<file path="config.mk">
export PLATFORM = sky130hd
export DESIGN_NAME = sqwave_meter
export DESIGN_NICKNAME = d
export VERILOG_FILES = /design/src/rtl/sqwave_meter.sv
export SDC_FILE = /design/constraint.sdc
export NUM_CORES = 1
export LEC_CHECK = 0
export CAP_MARGIN = 20
export CORE_ASPECT_RATIO = 1.4
export CORE_UTILIZATION = 49
export CTS_CLUSTER_SIZE = 12
export DETAILED_ROUTE_END_ITERATION = 12
export PLACE_DENSITY = 0.72
export SETUP_SLACK_MARGIN = 0.4
export SYNTH_ARGS = -nofsm -noshare
export SYNTH_HDL_FRONTEND = slang
export SYNTH_SLANG_ARGS = --single-unit
</file>
<file path="constraint.sdc">
create_clock -name clk -period 2.13 [get_ports clk]
set_input_delay 0.213 -clock clk [delete_from_list [all_inputs] [get_ports clk]]
set_output_delay 0.213 -clock clk [all_outputs]
set_load 0.02 [all_outputs]
</file>
<file path="src/rtl/sqwave_meter.sv">
// sqwave_meter: measures high/low phase durations of a square wave in
// TICKS_PER_UNIT-cycle units, publishes them as 4-bit m/n values, and
// flags a stuck input and phases that exceed the 4-bit range.
module sqwave_meter #(
  parameter int unsigned TICKS_PER_UNIT = 5,
  parameter int unsigned TIMEOUT_UNITS  = 32
) (
  input  logic       clk,
  input  logic       rst,
  input  logic       sq_in,
  output logic [3:0] m_meas,
  output logic [3:0] n_meas,
  output logic       meas_valid,
  output logic       ovf,
  output logic       stuck,
  output logic       stuck_level
);

  localparam int unsigned TW = (TICKS_PER_UNIT > 2) ? $clog2(TICKS_PER_UNIT) : 1;
  localparam logic [TW-1:0] TICK_MAX = TW'(TICKS_PER_UNIT - 1);
  localparam logic [TW-1:0] TICK_HALF = TW'((TICKS_PER_UNIT + 1) / 2);
  localparam logic [5:0] TMO_UNITS = 6'(TIMEOUT_UNITS);
  localparam logic [6:0] MAX_4B = 7'd15;

  typedef enum logic [1:0] {IDLE, HIGH, LOW} state_e;

  logic          sync1_q, sq_s_q, sq_d_q;
  logic [TW-1:0] tick_q, tick_d;
  logic [5:0]    unit_q, unit_d;
  state_e        state_q, state_d;
  logic [6:0]    hi_q, hi_d;
  logic [3:0]    m_q, m_d, n_q, n_d;
  logic          ovf_q, ovf_d;
  logic          valid_q, valid_d;
  logic          stuck_q, stuck_d;
  logic          lvl_q, lvl_d;

  logic          rise, fall, edge_det, timeout;
  logic [6:0]    phase;

  assign rise     = sq_s_q & ~sq_d_q;
  assign fall     = ~sq_s_q & sq_d_q;
  assign edge_det = rise | fall;
  // Rounded phase length of the phase that the current edge terminates.
  assign phase    = {1'b0, unit_q} + 7'(tick_q >= TICK_HALF);
  // An edge resets the unit counter, so it wins over a coincident timeout.
  assign timeout  = ~edge_det && (unit_q >= TMO_UNITS);

  // Input synchronizer and one-cycle delayed copy for edge detection.
  always_ff @(posedge clk or posedge rst) begin
    if (rst) begin
      sync1_q <= 1'b0;
      sq_s_q  <= 1'b0;
      sq_d_q  <= 1'b0;
    end else begin
      sync1_q <= sq_in;
      sq_s_q  <= sync1_q;
      sq_d_q  <= sq_s_q;
    end
  end

  // Phase counter: sub-unit ticks plus saturating unit count; edge restarts it.
  always_comb begin
    tick_d = tick_q;
    unit_d = unit_q;
    if (edge_det) begin
      tick_d = TW'(1);
      unit_d = '0;
    end else if (tick_q == TICK_MAX) begin
      tick_d = '0;
      unit_d = (unit_q == 6'd63) ? unit_q : unit_q + 6'd1;
    end else begin
      tick_d = tick_q + TW'(1);
    end
  end

  // FSM next state, phase latching, publish step and stuck detection.
  always_comb begin
    state_d = state_q;
    hi_d    = hi_q;
    m_d     = m_q;
    n_d     = n_q;
    ovf_d   = ovf_q;
    valid_d = 1'b0;
    stuck_d = stuck_q;
    lvl_d   = lvl_q;
    case (state_q)
      IDLE: begin
        if (rise) state_d = HIGH;
      end
      HIGH: begin
        if (fall) begin
          hi_d    = phase;
          state_d = LOW;
        end
      end
      LOW: begin
        if (rise) begin
          m_d     = (hi_q > MAX_4B) ? 4'hF : hi_q[3:0];
          n_d     = (phase > MAX_4B) ? 4'hF : phase[3:0];
          ovf_d   = (hi_q > MAX_4B) || (phase > MAX_4B);
          valid_d = 1'b1;
          state_d = HIGH;
        end
      end
      default: state_d = IDLE;
    endcase
    if (edge_det) stuck_d = 1'b0;
    if (timeout) begin
      stuck_d = 1'b1;
      lvl_d   = sq_s_q;
      state_d = IDLE;
    end
  end

  // State, counter and output registers.
  always_ff @(posedge clk or posedge rst) begin
    if (rst) begin
      tick_q  <= '0;
      unit_q  <= '0;
      state_q <= IDLE;
      hi_q    <= '0;
      m_q     <= '0;
      n_q     <= '0;
      ovf_q   <= 1'b0;
      valid_q <= 1'b0;
      stuck_q <= 1'b0;
      lvl_q   <= 1'b0;
    end else begin
      tick_q  <= tick_d;
      unit_q  <= unit_d;
      state_q <= state_d;
      hi_q    <= hi_d;
      m_q     <= m_d;
      n_q     <= n_d;
      ovf_q   <= ovf_d;
      valid_q <= valid_d;
      stuck_q <= stuck_d;
      lvl_q   <= lvl_d;
    end
  end

  assign m_meas      = m_q;
  assign n_meas      = n_q;
  assign meas_valid  = valid_q;
  assign ovf         = ovf_q;
  assign stuck       = stuck_q;
  assign stuck_level = lvl_q;

endmodule

</file>
==> impl_results.md <==
* Crit path kind: reg -> reg
* Post-synth EDFFs at 0
* Leakage Power at around 0.84 nW
* First-pass GRT wire length at slightly below 5000 um
* Ports at 15
* CTS buffer count at 5
* Die area at 3390 um2
* Yosys warnings at 0
* Initial DRC Count at 16
* Worst Skew at roughly 0.0055 ns
* Drt drc at 0
* Reg2reg end: n_meas[3]$_DFFE_PP0P_
* Via count at 1130
* Syn avg cell area at 10.6 um2
* Hold crit path type: in -> async
* Clock sink total at 33
* Synthesized area at 1550 um2
* WL per Instance at 13.3 um
* Starting Density at 52.7%
* Root buf cell: clkbuf_8
* Count of input and output buffers at 14
* Flop2flop setup slack at 0.20 ns
* CTS Hold Bufs at 0
* Commonest non-fill, non-tap cell in the layout: dfrtp_1
* Final wirelength at 2720 um
* Maxcap violations at 0
* Critical Path Fanout Max at 5
* Setup WS pre-CTS at 0.159 ns
* Post-layout nets at 179
* Period utilisation layout at 90.5%
* Final setup viols at 0
* Worst vdd ir at roughly 0.60 mV
* Crit start category: flop
* Total negative slack at 0 ns
* Max_slew headroom at 73.1%
* Syn_nets at between 150 and 200
* Worst-case reg-to-reg path depth at 9
* Sequential-to-total area share from yosys stat at between 50% and 60%
* Overflow after GRT at 0
* Initial antenna violation count at 0
* Placer Congestion at just over 0.8
* Area Growth Syn to Fin at 23.9%
* CTS tree: built
* Setup crit start: tick_q[0]$_DFF_PP0_
* Critical path endpoint: n_meas[3]$_DFFE_PP0P_
* DR pass1 iterations at 4
* Reg2reg start: tick_q[0]$_DFF_PP0_
* Worst slew pin tran at 0.403 ns
* Fin crit period at approximately 1.9 ns
* Max-slew violation count at 0
* Die Ht at 68.5 um
* Vias in the first global route at between 1000 and 1500
* Ys flop type: dfrtp_1
* Status: finished, final reports clean
* Largest net degree at the start of global routing at 34
* WP data arrival at 2.08 ns
* Routed Antenna Nets at 0
* Synth Instances at around 150
* Fin worst setup slack at 0.203 ns
* Reg clk slew, reported paths at 0.07 ns
* Core Box Area at 2940 um2
* Clock buffer depth at 2
* Synth cell types at 36
* Critical Path RT at 2.28 ns
* F_max at 519 MHz
* H-tree Lvls at 2
* Drt via density at ~5.5
* Clock latency on the worst-skew pair at roughly 0.29 ns
* # diodes at 0
* Final Hold Fails at 0
* Fraction of layout cells with a size suffix above 1 at 19.0%
* PD cells at approximately 990 nW/um2
* # rows at 23
* Worst Setup End Kind: flop
* Most frequent cells in the layout: dfrtp_1 (32), nand2_1 (18), clkdlybuf4s50_1 (14)
* Post-synthesis async set-or-reset flop share at 100%
* Die W at 49.5 um
* GRT Overall Usage at 19.8%
* Post-synthesis register bit count at 33
* Dpl hpwl at 1980 um
* RSZ-0062 raised after global routing: yes
[layer usage]
| metal | track usage (%) | routed length [um] | up-vias |
|---|---|---|---|
| li1 | - | - | 546 |
| met3 | 6.14 | 82 | 10 |
| met2 | 34.4 | 1430 | 23 |
| met1 | 19.8 | 1100 | 551 |
| met4 | 15.7 | 114 | 0 |
| met5 | 0 | 0 | - |
[critical path, stage by stage, from the launching register on]
cell	delay [ns]
dfrtp_1	0.39
ha_2	0.19
ha_4	0.16
nor2_4	0.07
o21ai_2	0.05
ha_2	0.21
ha_4	0.17
a311o_2	0.33
o31ai_4	0.08
a31oi_1	0.12
[worst min-delay path by stage]
stage,to,cells after the start
floorplan,sync1_q$_DFF_PP0_,0
global placement,sq_s_q$_DFF_PP0_,0
detailed placement,sq_s_q$_DFF_PP0_,0
CTS,state_q[1]$_DFFE_PP0P_,3
global route,sync1_q$_DFF_PP0_,1
finish,hi_q[0]$_DFFE_PP0P_,3
[sequential cells by signal, summed over array words and instances, names as in the netlist, 2 cells and up]
name and count:
state_q 2, n_meas 4, tick_q 3, hi_q 7, unit_q 6, m_meas 4
[layout make-up]
class                           instances  area, um2
Inverter                               12       45.0
Clock buffer                            7       96.3
Tap cell                               37       46.3
Sequential cell                        33        827
Multi-Input combinational cell         94        706
Clock inverter                          1       5.00
Timing Repair Buffer                   21        193
Fill cell                             241       1020
[stage by stage]
stage	power, mW	cells	hold WS, ns	cell area, um2	util [%]
final	1.89	205	0.323	1920	65.3
after global routing	2.01	205	0.351	1920	65.3
after CTS	1.89	204	0.337	1870	63.6
after detailed placement	1.37	194	0.342	1740	59.4
after global placement	1.34	194	0.340	1740	59.4
after floorplan	1.13	146	0.244	1570	-
[logic make-up (layout without fill, tap and decap cells)]
family,after synthesis,after routing,share of synthesized area (%)
AOI/OAI and AO/OA,30,30,14.1
xor gates and xnor gates,3,3,1.70
adders and majority gates,9,9,7.28
buffers and inverters,19,41,5.50
DFF,33,33,53.4
muxes,3,3,1.94
and+or+nand+nor,49,49,16.2
[synth_stat cells (3+ instances only)]
cell	instances	area [um2]
a31oi_1	5	31.3
dfrtp_1	33	826
nor3_1	3	15.0
inv_1	12	45.0
nand3_1	5	25.0
o22a_1	4	35.0
o21ai_0	11	55.1
buf_4	3	22.5
nand2_1	18	67.6
nor2_1	10	37.5
and2_1	3	18.8
mux2i_1	3	30.0
ha_1	9	113
[report_power, final]
group          internal, mW  leakage, nW  total, mW  switching, mW
Combinational         0.284        0.363      0.556          0.273
Sequential            0.751        0.426      0.828         0.0770
Clock                 0.292       0.0542      0.509          0.218
[what timing repair did]
item                       4_1_cts  5_1_grt
pin swaps                        4        5
setup endpoints to repair        8       11
buffers inserted                 2        1
resized for setup                2        8
No activity file was read; power rests on OpenSTA's default activity.
